$ cat src/rtl/if_sync_fifo_pkg.sv
// Shared constants for the first-word-fall-through FIFO: output buffer
// depth and the read latency of the backing RAM.
package if_sync_fifo_pkg;

  // Words the output buffer can hold. The read-issue throttle keeps the
  // buffer plus in-flight RAM reads within this bound.
  localparam int OBUF_DEPTH = 4;

  // Edges from RAM read issue to valid RAM output (address reg + output reg).
  localparam int RD_LAT = 2;

  // Index width of the output buffer.
  localparam int OBUF_AW = $clog2(OBUF_DEPTH);

endpackage

$ cat src/rtl/if_sdp_ram_l.sv
// Simple dual-port RAM: one write port, one read port, each with its own
// clock. The read port registers the address-stage data and, with OR="TRUE",
// adds an output register, giving a two-edge read latency.
module if_sdp_ram_l #(
  parameter int AW = 4,
  parameter int DW = 8,
  parameter     OR = "TRUE",
  parameter     IF = ""
) (
  input  logic          A_Ck,
  input  logic          A_We,
  input  logic [AW-1:0] A_Addr,
  input  logic [DW-1:0] A_Dat,
  input  logic          B_Ck,
  input  logic          B_Ce,
  input  logic [AW-1:0] B_Addr,
  output logic [DW-1:0] B_Dat
);

  // NOTE: the storage array has no reset; clearing a RAM would force it into
  // flops. Readers must only trust words they have written.
  logic [DW-1:0] mem [2**AW];
  logic [DW-1:0] b_q1;

  // Write port: store the word on a write strobe.
  // NOTE: sequential state is always assigned with <= so every flop samples
  // its inputs as they were before the edge.
  always_ff @(posedge A_Ck) begin
    if (A_We) begin
      mem[A_Addr] <= A_Dat;
    end
  end

  // Read port, first stage: registered array read.
  always_ff @(posedge B_Ck) begin
    if (B_Ce) begin
      b_q1 <= mem[B_Addr];
    end
  end

  generate
    if (OR == "TRUE") begin : g_oreg
      logic [DW-1:0] b_q2;

      // Read port, output register: second edge of read latency.
      always_ff @(posedge B_Ck) begin
        if (B_Ce) begin
          b_q2 <= b_q1;
        end
      end

      assign B_Dat = b_q2;
    end else begin : g_no_oreg
      assign B_Dat = b_q1;
    end

    // A preload file is a vendor-flow feature; this model always powers up
    // with undefined contents whatever IF names.
    if (IF != "") begin : g_preload_ignored
    end
  endgenerate

endmodule

$ cat src/rtl/if_sync_fifo.sv
// First-word-fall-through FIFO built on a two-cycle-latency RAM. Writes land
// in the RAM; reads are pre-issued into a small output buffer so the head word
// is presented combinationally from flops and a pop every cycle is sustained.
module if_sync_fifo
  import if_sync_fifo_pkg::*;
#(
  parameter int AW = 4,
  parameter int DW = 8
) (
  input  logic          Ck,
  input  logic          Rst,
  input  logic          Wr_Vld,
  output logic          Wr_Rdy,
  input  logic [DW-1:0] Wr_Dat,
  output logic          Rd_Vld,
  input  logic          Rd_Rdy,
  output logic [DW-1:0] Rd_Dat,
  output logic [AW+1:0] Cnt,
  output logic          Full,
  output logic          Empty
);

  // RAM depth as an (AW+1)-bit occupancy value.
  localparam logic [AW:0] RAM_WORDS = {1'b1, {AW{1'b0}}};
  // Width wide enough to sum the buffer count and every in-flight read.
  localparam int          CLAIM_W   = OBUF_AW + 2;

  // RAM bookkeeping.
  logic [AW-1:0]      wr_ptr;
  logic [AW-1:0]      rd_ptr;
  logic [AW:0]        ram_cnt;
  logic [DW-1:0]      ram_q;

  // v_pipe[0] is a read one edge old, v_pipe[RD_LAT-1] marks ram_q valid.
  logic [RD_LAT-1:0]  v_pipe;

  // Output buffer: small circular queue in front of Rd_Dat.
  logic [DW-1:0]      obuf_mem [OBUF_DEPTH];
  logic [OBUF_AW-1:0] obuf_wr;
  logic [OBUF_AW-1:0] obuf_rd;
  logic [OBUF_AW:0]   obuf_cnt;

  // Total words held anywhere in the FIFO.
  logic [AW+1:0]      cnt;

  logic               wr_fire;
  logic               rd_fire;
  logic               rd_issue;
  logic               capture;
  logic [CLAIM_W-1:0] obuf_claim;

  // Write readiness depends on registered RAM occupancy only, so a read
  // issued this cycle frees a slot no earlier than the next cycle.
  assign Wr_Rdy  = (ram_cnt < RAM_WORDS);
  assign wr_fire = Wr_Vld & Wr_Rdy;

  assign Rd_Vld  = (obuf_cnt != '0);
  assign Rd_Dat  = obuf_mem[obuf_rd];
  assign rd_fire = Rd_Vld & Rd_Rdy;

  assign capture = v_pipe[RD_LAT-1];

  assign Cnt     = cnt;
  assign Full    = (ram_cnt == RAM_WORDS);
  assign Empty   = (cnt == '0);

  // Read issue: a RAM word exists and the buffer has room for every read
  // already in flight plus this one, so the buffer can never overflow.
  always_comb begin
    // NOTE: every always_comb output gets a value before any condition so no
    // path can fall through and infer a latch.
    obuf_claim = CLAIM_W'(obuf_cnt);
    rd_issue   = 1'b0;
    for (int i = 0; i < RD_LAT; i++) begin
      obuf_claim = obuf_claim + CLAIM_W'(v_pipe[i]);
    end
    if ((ram_cnt != '0) && (obuf_claim < CLAIM_W'(OBUF_DEPTH))) begin
      rd_issue = 1'b1;
    end
  end

  // RAM pointers and occupancy: +1 on write, -1 on read issue.
  always_ff @(posedge Ck or posedge Rst) begin
    if (Rst) begin
      wr_ptr  <= '0;
      rd_ptr  <= '0;
      ram_cnt <= '0;
    end else begin
      if (wr_fire) begin
        wr_ptr <= wr_ptr + 1'b1;
      end
      if (rd_issue) begin
        rd_ptr <= rd_ptr + 1'b1;
      end
      unique case ({wr_fire, rd_issue})
        2'b10:   ram_cnt <= ram_cnt + 1'b1;
        2'b01:   ram_cnt <= ram_cnt - 1'b1;
        default: ram_cnt <= ram_cnt;
      endcase
    end
  end

  // In-flight read tracker: shifts alongside the RAM's read pipeline.
  always_ff @(posedge Ck or posedge Rst) begin
    if (Rst) begin
      v_pipe <= '0;
    end else begin
      v_pipe <= {v_pipe[RD_LAT-2:0], rd_issue};
    end
  end

  // Output buffer: capture RAM output when valid, advance head on pop.
  // Entries are cleared on reset so Rd_Dat reads zero while empty.
  always_ff @(posedge Ck or posedge Rst) begin
    if (Rst) begin
      for (int i = 0; i < OBUF_DEPTH; i++) begin
        obuf_mem[i] <= '0;
      end
      obuf_wr  <= '0;
      obuf_rd  <= '0;
      obuf_cnt <= '0;
    end else begin
      if (capture) begin
        obuf_mem[obuf_wr] <= ram_q;
        obuf_wr           <= obuf_wr + 1'b1;
      end
      if (rd_fire) begin
        obuf_rd <= obuf_rd + 1'b1;
      end
      unique case ({capture, rd_fire})
        2'b10:   obuf_cnt <= obuf_cnt + 1'b1;
        2'b01:   obuf_cnt <= obuf_cnt - 1'b1;
        default: obuf_cnt <= obuf_cnt;
      endcase
    end
  end

  // Total occupancy: +1 on accepted write, -1 on pop.
  always_ff @(posedge Ck or posedge Rst) begin
    if (Rst) begin
      cnt <= '0;
    end else begin
      unique case ({wr_fire, rd_fire})
        2'b10:   cnt <= cnt + 1'b1;
        2'b01:   cnt <= cnt - 1'b1;
        default: cnt <= cnt;
      endcase
    end
  end

  // Backing store: read port always enabled, address is the read pointer.
  if_sdp_ram_l #(
    .AW (AW),
    .DW (DW),
    .OR ("TRUE"),
    .IF ("")
  ) u_ram (
    .A_Ck   (Ck),
    .A_We   (wr_fire),
    .A_Addr (wr_ptr),
    .A_Dat  (Wr_Dat),
    .B_Ck   (Ck),
    .B_Ce   (1'b1),
    .B_Addr (rd_ptr),
    .B_Dat  (ram_q)
  );

endmodule

$ cat config.mk
export PLATFORM = sky130hd
export DESIGN_NAME = if_sync_fifo
export DESIGN_NICKNAME = d
export VERILOG_FILES = /design/src/rtl/if_sync_fifo_pkg.sv /design/src/rtl/if_sdp_ram_l.sv /design/src/rtl/if_sync_fifo.sv
export SDC_FILE = /design/constraint.sdc
export NUM_CORES = 1
export LEC_CHECK = 0
export CAP_MARGIN = 20
export CORE_MARGIN = 1.5
export CORE_UTILIZATION = 30
export DETAILED_ROUTE_END_ITERATION = 6
export PLACE_DENSITY = 0.56
export SYNTH_ARGS = -nofsm -noshare
export SYNTH_HDL_FRONTEND = slang
export SYNTH_SLANG_ARGS = --single-unit
$ cat constraint.sdc
create_clock -name Ck -period 6.4 [get_ports Ck]
set_clock_uncertainty 0.1 [all_clocks]
set_input_delay 1.28 -clock Ck [delete_from_list [all_inputs] [get_ports Ck]]
set_output_delay 1.28 -clock Ck [all_outputs]
set_load 0.01 [all_outputs]
==> impl_metrics.yaml, run 1 <==
status:
  outcome: "finished, final reports clean"
critical_path:
  worstSetupStartpoint: "Wr_Vld"
  worstRegToRegCells: 10
  reg2reg_to: "ram_cnt[4]$_DFFE_PP0P_"
  rrSetupSlack_ns: 3.29
  crit_end: "Cnt[5]$_DFFE_PP0P_"
  cp-end-kind: "register"
  start_kind: "input port"
  arrival_ns: 4.17
  crit_fanout: 9
  r2r_start: "v_pipe[1]$_DFF_PP0_"
  setup.worst_path.class: "in -> reg"
  cp.required_ns: 6.67
synthesis:
  seq_area_frac_synth_pct: 66.91
  synth_compound_area_share_pct: 5.660
  synth_area_leaders: "edfxtp_1, dfrtp_1, mux4_2"
  syn_inst: 504
  synth_top_family_by_area: "multiplexers"
  synth-edff-count: 128
  synth_seq_cells: 204
  yosys.area_share.simple_pct: 4.005
  synth_cell_type_count: 46
  synthArstFlopShare_pct: 29.41
  synth_area_mm2: 0.008467
  avgSynthCellArea_um2: 16.80
  synth_common_cells: "edfxtp_1, dfrtp_1, mux2_2, mux2i_1, nand2_1"
  synth_nets: 538
  synth_top_cell_area_share_pct: 45.40
  yosysMostFrequentCell: "edfxtp_1"
  synth_xor_area_share_pct: 2.276
  synthMuxAreaShare_pct: 14.94
  synthFlopType: "edfxtp_1"
  synthAdderAreaFrac_pct: 3.428
  yosys_warnings: 0
  yosysTopAreaCell: "edfxtp_1"
final_layout:
  num_antenna_cells: 0
  nets: 572
  syn_to_final_growth_pct: 15.47
  drive_gt1_share_pct: 19.20
  utilization_pct: 35.19
cts:
  cts_resized: 0
  cts.clk_slew.worst_paths_ns: 0.06
  cts.htree.levels: 1
  insertion_delay_ns: 0.49
  cts-hold-fix-buffers: 0
  clockRootBuffer: "clkbuf_16"
  cts_buffers: 22
  cts_sinks: 204
  cts_tree: "yes"
  clk_path_buf_depth: 3
  post_cts_buffers: 0
floorplanning:
  ios: 30
  die_w_um: 171.0
  initial_core_util_pct: 30.48
  coreArea_mm2: 0.02778
  die_area_mm2: 0.02924
  die_y_um: 171.0
  row_count: 61
power:
  leakagePower_uw: 0.003549
  ir_drop_v: 0.0001969
  power_density_mw_per_mm2: 495.3
drt:
  top_layer: "met4"
  drt_iter0_drc: 292
  wl_met3_um: 785
  num_vias: 4308
  firstDrtPassIters: 4
  ant_nets: 0
  dr_wl_met2_um: 7905
  wl_um: 16150
  drc: 0
  wl_per_cell_um: 17.36
  wirelength_met1_um: 7199
  vias_per_cell: 4.632
sta:
  rsz0062_at_grt: "false"
  period_needed_ns: 3.901
  tightest_slew_ns: 0.9888
  setup_tns_ns: 0
  period_share_pct: 60.96
  slew_headroom_pct: 34.08
  setup_violations: 0
  hold_viol: 0
  final_max_slew_viol_count: 0
  fmax_ghz: 0.2563
placement:
  numPortBuffers: 29
  place_congestion: 0.7151
  hpwl_um: 10580
global_routing:
  grt_max_degree: 61
  grt_pass1_vias: 4610
  grt_pass1_wl_um: 25880
  overflow: 0
  grt.total_usage_pct: 11.51
  antenna_found_initial: 0
flow_run:
  drv_cap: 0
worst_hold_path:
  min_from: "u_ram.b_q1[3]$_DFF_P_"
  hold_path.class: "reg -> reg"
  hold_depth: 0
-- state kept, by name, indices dropped and copies added, names as in the netlist --
register / flops
Cnt: 6
v_pipe: 2
wr_ptr: 4
u_ram.B_Dat: 8
u_ram.b_q1: 8
ram_cnt: 5
obuf_cnt: 3
obuf_wr: 2
u_ram.mem: 128
obuf_rd: 2
rd_ptr: 4
obuf_mem: 32
-- area by class of cell --
cell class,count,area (µm²)
fillers,2649,18000
clock buffers,34,636.9
repair buffers,35,335.3
clock inverters,4,43.79
multi-input cells,261,2569
flip-flops and latches,204,5667
inverters,14,52.55
well taps,378,473.0
-- worst max-delay path, cell delays in order --
cell and delay (ns):
clkdlybuf4s50_1 0.46, nor2b_1 0.50, inv_1 0.20, ha_1 0.37, ha_1 0.35, a211o_1 0.31, nand3_1 0.06, or4b_1 0.47
xor2_1 0.16
-- logic make-up after synthesis --
kind of cell	Yosys count
buffers and inverters	39
adders and majority gates	22
AOI/OAI and AO/OA	58
muxes	92
and+or+nand+nor	67
xor gates and xnor gates	22
DFF	204
-- worst min path at each step --
| stage | endpoint | slack [ns] |
|---|---|---|
| 6_report | u_ram.B_Dat[3]$_DFF_P_ | 0.23 |
| 5_1_grt | u_ram.B_Dat[2]$_DFF_P_ | 0.24 |
| 4_1_cts | u_ram.B_Dat[2]$_DFF_P_ | 0.23 |
| 3_5_place_dp | u_ram.B_Dat[2]$_DFF_P_ | 0.22 |
| 3_3_place_gp | u_ram.B_Dat[4]$_DFF_P_ | 0.21 |
| 2_1_floorplan | u_ram.B_Dat[0]$_DFF_P_ | 0.21 |
-- metal layers --
metal  vias to the layer above  GRT usage [%]
li1                       1984              -
met1                      2195          14.97
met2                       104          19.69
met3                        25          2.105
met4                         0          3.051
met5                         -              0
-- power by group --
group	switching (µW)	internal (µW)	total, µW
logic	797	854	1650
registers	285	1720	2000
clock network	469	721	1190
total	1550	3290	4840
-- metrics by stage --
step | instance area, µm² | setup WS (ns) | total power (µW) | hold WS [ns] | instances
floorplan | 8467 | 2.863 | 3233 | 0.2096 | 504
global placement | 9096 | 2.124 | 3625 | 0.2148 | 892
detailed placement | 9096 | 1.979 | 3707 | 0.2157 | 892
CTS | 9777 | 2.499 | 4910 | 0.2304 | 930
global route | 9777 | 2.319 | 5140 | 0.2395 | 930
finish | 9777 | 2.499 | 4842 | 0.2307 | 930
-- layout by cell type, fill, tap and decap left out, drive strengths merged, types with 4 or more instances in the layout --
| cell | n |
|---|---|
| nor2 | 15 |
| xnor2 | 11 |
| nor3 | 5 |
| dfrtp | 60 |
| a221oi | 17 |
| buf | 6 |
| edfxtp | 128 |
| clkdlybuf4s50 | 29 |
| mux2i | 33 |
| dfxtp | 16 |
| xor2 | 11 |
| nand2 | 26 |
| inv | 14 |
| mux4 | 24 |
| mux2 | 35 |
| ha | 20 |
| a21o | 4 |
| a21oi | 6 |
| a22oi | 8 |
| clkbuf | 34 |
| o21ai | 16 |
Note: power is estimated with default switching activity, not from simulation.
==> run 2: changes to the inputs <==
==> constraint.sdc (replaced) <==
create_clock -name Ck -period 3.9 [get_ports Ck]
set_clock_uncertainty 0.1 [all_clocks]
set_input_delay 0.78 -clock Ck [delete_from_list [all_inputs] [get_ports Ck]]
set_output_delay 0.78 -clock Ck [all_outputs]
set_load 0.01 [all_outputs]
==> impl_metrics.yaml, run 2 (same netlist as run 1, synthesis figures left out) <==
floorplanning:
  coreArea_mm2: 0.02778
  ios: 30
  die_w_um: 171.0
  die_y_um: 171.0
  row_count: 61
  initial_core_util_pct: 30.48
  die_area_mm2: 0.02924
global_routing:
  overflow: 0
  grt.total_usage_pct: 11.95
  grt_pass1_vias: 4595
  grt_pass1_wl_um: 26590
  grt_max_degree: 48
  antenna_found_initial: 0
critical_path:
  path_cells: "mux4_2 > clkdlybuf4s50_1"
  cp.required_ns: 3.02
  crit_fanout: 10
  cp_top_family: "flip-flops"
  start_kind: "register"
  cp.depth: 2
  r2r_start: "v_pipe[1]$_DFF_PP0_"
  reg2reg_to: "ram_cnt[4]$_DFFE_PP0P_"
  setup.worst_path.class: "reg -> out"
  cpMaxStageDelayCell: "dfrtp_1"
  critPathBufInv: 1
  worstRegToRegCells: 10
  worstSetupStartpoint: "obuf_rd[0]$_DFFE_PP0N_"
  cp-end-kind: "output pin"
  cpPeakStageDelay_ns: 0.75
  crit_end: "Rd_Dat[4]"
  arrival_ns: 2.35
  rrSetupSlack_ns: 0.87
power:
  power.internal_uw: 5577
  switching_share_pct: 31.82
  combinationalPowerShare_pct: 33.5
  leakagePower_uw: 0.003639
  ir_drop_v: 0.0002900
  seq_power_share_pct: 40.6
  p_sw_uw: 2603
  pwr-share-clk_pct: 25.9
  power_density_mw_per_mm2: 823.5
cts:
  cts_buffers: 23
  cts_sinks: 204
  cts-hold-fix-buffers: 0
  clk_path_buf_depth: 3
  cts_resized: 0
  cts_tree: "yes"
  cts.clk_slew.worst_paths_ns: 0.06
  insertion_delay_ns: 0.49
  post_cts_buffers: 0
  cts.htree.levels: 1
  clockRootBuffer: "clkbuf_16"
drt:
  drc: 0
  vias_per_cell: 4.608
  top_layer: "met4"
  wirelength_met1_um: 7381
  drt_iter0_drc: 304
  num_vias: 4336
  wl_met3_um: 734
  firstDrtPassIters: 5
  ant_nets: 0
  dr_wl_met2_um: 8146
  wl_um: 16610
  wl_per_cell_um: 17.65
final_layout:
  multi_input_area_mm2: 0.002566
  reg_top3: "u_ram.mem x128, obuf_mem x32"
  final_cell_mix: "edfxtp_1, dfrtp_1, mux2_2"
  fillerInstances: 2623
  regArea_mm2: 0.005667
  largest_reg_flops: 128
  utilization_pct: 35.75
  syn_to_final_growth_pct: 17.32
  largest-register: "u_ram.mem"
  fin_cells: 941
  final_common_cell: "edfxtp_1"
  num_antenna_cells: 0
  drive_gt1_share_pct: 20.96
  nets: 582
sta:
  whs_ns: 0.2254
  final_max_slew_viol_count: 0
  period_share_pct: 82.70
  setup_tns_ns: 0
  tightest_slew_ns: 1.021
  rsz0062_at_grt: "false"
  period_needed_ns: 3.225
  fmax_ghz: 0.3100
  slew_headroom_pct: 31.92
  hold_viol: 0
  setup_violations: 0
worst_hold_path:
  hold_path.class: "reg -> reg"
placement:
  hpwl_um: 10820
  numPortBuffers: 29
  place_inst: 900
  place_congestion: 0.7832
flow_run:
  drv_cap: 0
status:
  outcome: "finished, final reports clean"
-- run 2: power by group through the flow --
stage                     sequential (µW)  clock (µW)  combinational [µW]
final                                3320        2120                2740
after global routing                 3410        2260                3040
after CTS                            3330        2180                2780
after detailed placement             3370           0                2770
after global placement               3330           0                2680
after floorplan                      3060           0                2240
-- run 2: per-layer routing --
metal | up-vias | global-route usage (%)
met4 | 0 | 3.051
met3 | 28 | 2.198
met2 | 84 | 20.31
met5 | - | 0
li1 | 2006 | -
met1 | 2218 | 15.69
-- run 2: area by class of cell --
| cell class | count | share of cell area [%] |
|---|---|---|
| clock buffers | 33 | 6.411 |
| inverters | 14 | 0.5290 |
| multi-input cells | 261 | 25.83 |
| repair buffers | 44 | 4.308 |
| flip-flops and latches | 204 | 57.05 |
| clock inverters | 7 | 1.108 |
| well taps | 378 | 4.761 |
-- run 2: through the flow --
stage	cell area, µm²	power [µW]	setup WS [ns]
6_report	9933	8180	0.6745
5_1_grt	9933	8707	0.5502
4_1_cts	9913	8291	0.6148
3_5_place_dp	9166	6145	0.5069
3_3_place_gp	9166	6016	0.5595
2_1_floorplan	8467	5305	0.8625
-- run 2: how the worst min path moves through the flow --
| stage | from | end | slack (ns) | cells past startpoint |
|---|---|---|---|---|
| after floorplan | u_ram.b_q1[0]$_DFF_P_ | u_ram.B_Dat[0]$_DFF_P_ | 0.21 | 0 |
| after global placement | u_ram.b_q1[1]$_DFF_P_ | u_ram.B_Dat[1]$_DFF_P_ | 0.21 | 0 |
| after CTS | u_ram.b_q1[6]$_DFF_P_ | u_ram.B_Dat[6]$_DFF_P_ | 0.23 | 0 |
| after detailed placement | u_ram.b_q1[6]$_DFF_P_ | u_ram.B_Dat[6]$_DFF_P_ | 0.21 | 0 |
| final | u_ram.b_q1[3]$_DFF_P_ | u_ram.B_Dat[3]$_DFF_P_ | 0.23 | 0 |
| after global routing | u_ram.b_q1[3]$_DFF_P_ | u_ram.B_Dat[3]$_DFF_P_ | 0.23 | 0 |
==> run 3: changes to the inputs <==
--- a/config.mk
+++ b/config.mk
@@ -9,7 +9,7 @@
 export CORE_MARGIN = 1.5
 export CORE_UTILIZATION = 30
 export DETAILED_ROUTE_END_ITERATION = 6
-export PLACE_DENSITY = 0.56
+export PLACE_DENSITY = 0.58
 export SYNTH_ARGS = -nofsm -noshare
 export SYNTH_HDL_FRONTEND = slang
 export SYNTH_SLANG_ARGS = --single-unit
==> constraint.sdc (replaced) <==
create_clock -name Ck -period 2.7 [get_ports Ck]
set_clock_uncertainty 0.1 [all_clocks]
set_input_delay 0.54 -clock Ck [delete_from_list [all_inputs] [get_ports Ck]]
set_output_delay 0.54 -clock Ck [all_outputs]
set_load 0.01 [all_outputs]
==> impl_metrics.yaml, run 3 (same netlist as run 1, synthesis figures left out) <==
final_layout:
  num_antenna_cells: 0
  nets: 609
  syn_to_final_growth_pct: 20.07
  largest-register: "u_ram.mem"
  utilization_pct: 36.59
  drive_gt1_share_pct: 26.27
  final_common_cell: "edfxtp_1"
  final_cell_mix: "edfxtp_1, dfrtp_1, buf_4"
  reg_top3: "u_ram.mem x128, obuf_mem x32"
  final_cell_area_mm2: 0.01017
  largest_reg_flops: 128
sta:
  period_share_pct: 97.28
  hold_viol: 0
  worst_slack_ns: 0.07331
  tightest_slew_ns: 0.7679
  whs_ns: 0.2256
  slew_headroom_pct: 48.65
  final_max_slew_viol_count: 0
  setup_tns_ns: 0
  setup_violations: 0
  period_needed_ns: 2.627
  fmax_ghz: 0.3807
placement:
  dp_slack_ns: -0.3026
  dpl_cell_area_mm2: 0.009407
  numPortBuffers: 29
  place_congestion: 0.7964
  hpwl_um: 10530
critical_path:
  path_cells: "or3_4 > and2_4 > ha_4 > ha_1 > a211o_1 > nand3_1 > or4b_4 > xor2_1"
  setup.worst_path.class: "reg -> reg"
  reg2reg_to: "Cnt[5]$_DFFE_PP0P_"
  cp.required_ns: 2.97
  arrival_ns: 2.90
  rrSetupSlack_ns: 0.07
  start_kind: "register"
  cpPeakStageDelay_ns: 0.46
  r2r_start: "obuf_cnt[1]$_DFFE_PP0P_"
  crit_fanout: 8
  worstRegToRegCells: 8
  cp-end-kind: "register"
  cpMaxStageDelayCell: "or4b_4"
global_routing:
  grt_pass1_wl_um: 25260
  grt.total_usage_pct: 11.21
  grt_pass1_vias: 4573
  grt_max_degree: 61
  overflow: 0
  antenna_found_initial: 0
floorplanning:
  ios: 30
  row_count: 61
  die_y_um: 171.0
  initial_core_util_pct: 30.48
  coreArea_mm2: 0.02778
  die_area_mm2: 0.02924
  die_w_um: 171.0
cts:
  insertion_delay_ns: 0.50
  cts.htree.levels: 1
  cts_tree: "yes"
  clk_path_buf_depth: 3
  cts.clk_slew.worst_paths_ns: 0.06
  cts_buffers: 22
  clockRootBuffer: "clkbuf_16"
  cts_sinks: 204
status:
  outcome: "finished, final reports clean"
drt:
  vias_per_cell: 4.538
  wl_um: 15690
  ant_nets: 0
  wl_per_cell_um: 16.21
  num_vias: 4393
  drt_iter0_drc: 474
  firstDrtPassIters: 4
  drc: 0
worst_hold_path:
  hold_depth: 0
  hold_path.class: "reg -> reg"
  hold_end: "u_ram.B_Dat[2]$_DFF_P_"
  min_from: "u_ram.b_q1[2]$_DFF_P_"
power:
  power_density_mw_per_mm2: 1167
  leakagePower_uw: 0.003810
  ir_drop_v: 0.0005354
flow_run:
  drv_cap: 0
run 3: cell count changes in the layout (fill, tap and decap cells not counted), sizes merged:
cell           before  now
buf                15   43
bufinv              3    1
clkbuf             33   29
clkdlybuf4s50      29   22
clkinv              3    7
dlygate4sd2         0    3
dlymetal6s2s        0    4
inv                15   16
run 3: critical path: cells and delay by family (launching register included):
kind | cells | cell delay [ns]
adder cells (fa/ha/maj) | 2 | 0.47
flip-flops | 1 | 0.38
XOR/XNOR | 1 | 0.15
AO/OA/AOI/OAI | 1 | 0.29
AND/OR/NAND/NOR | 4 | 1.12
run 3: what timing repair did:
item	in CTS	in global routing
gates resized for setup	5	15
setup buffers	1	0
setup endpoints to repair	8	8
hold buffers	0	0
pin swaps	1	2
gates cloned	0	0
run 3: how the worst max path moves through the flow:
| stage | slack (ns) | startpoint | cells after the start | to |
|---|---|---|---|---|
| after floorplan | 0.02 | obuf_cnt[1]$_DFFE_PP0P_ | 8 | Cnt[5]$_DFFE_PP0P_ |
| after global placement | -0.25 | Wr_Vld | 9 | Cnt[5]$_DFFE_PP0P_ |
| after detailed placement | -0.30 | Wr_Vld | 9 | Cnt[5]$_DFFE_PP0P_ |
| after CTS | 0.0007 | obuf_rd[0]$_DFFE_PP0N_ | 3 | Rd_Dat[5] |
| after global routing | -0.001 | obuf_cnt[0]$_DFFE_PP0P_ | 11 | ram_cnt[4]$_DFFE_PP0P_ |
| final | 0.07 | obuf_cnt[1]$_DFFE_PP0P_ | 8 | Cnt[5]$_DFFE_PP0P_ |
run 3: power by group:
| part | total [µW] | internal, µW | switching (µW) |
|---|---|---|---|
| clock network | 2870 | 1710 | 1160 |
| logic | 4430 | 2310 | 2120 |
| registers | 4570 | 4070 | 498 |
| total | 11900 | 8090 | 3770 |
run 3: layer usage:
metal | global-route usage, % | wire (µm) | part of all wire (%)
met4 | 2.975 | 267 | 1.7
met1 | 15.05 | 7169 | 46
met5 | 0 | 0 | 0
met3 | 2.198 | 718 | 4.6
met2 | 18.52 | 7538 | 48
run 3: area by class of cell:
type | count | area (µm²)
clock inverters | 10 | 80.08
inverters | 14 | 52.55
well taps | 378 | 473.0
multi-input cells | 261 | 2618
clock buffers | 29 | 618.1
fillers | 2608 | 17620
repair buffers | 72 | 655.6
flip-flops and latches | 204 | 5669
run 3: metrics by stage:
step	total power, µW	std cells
floorplan	7683	504
global placement	8877	928
detailed placement	9069	928
finish	11870	968
CTS	11970	968
global route	12640	968
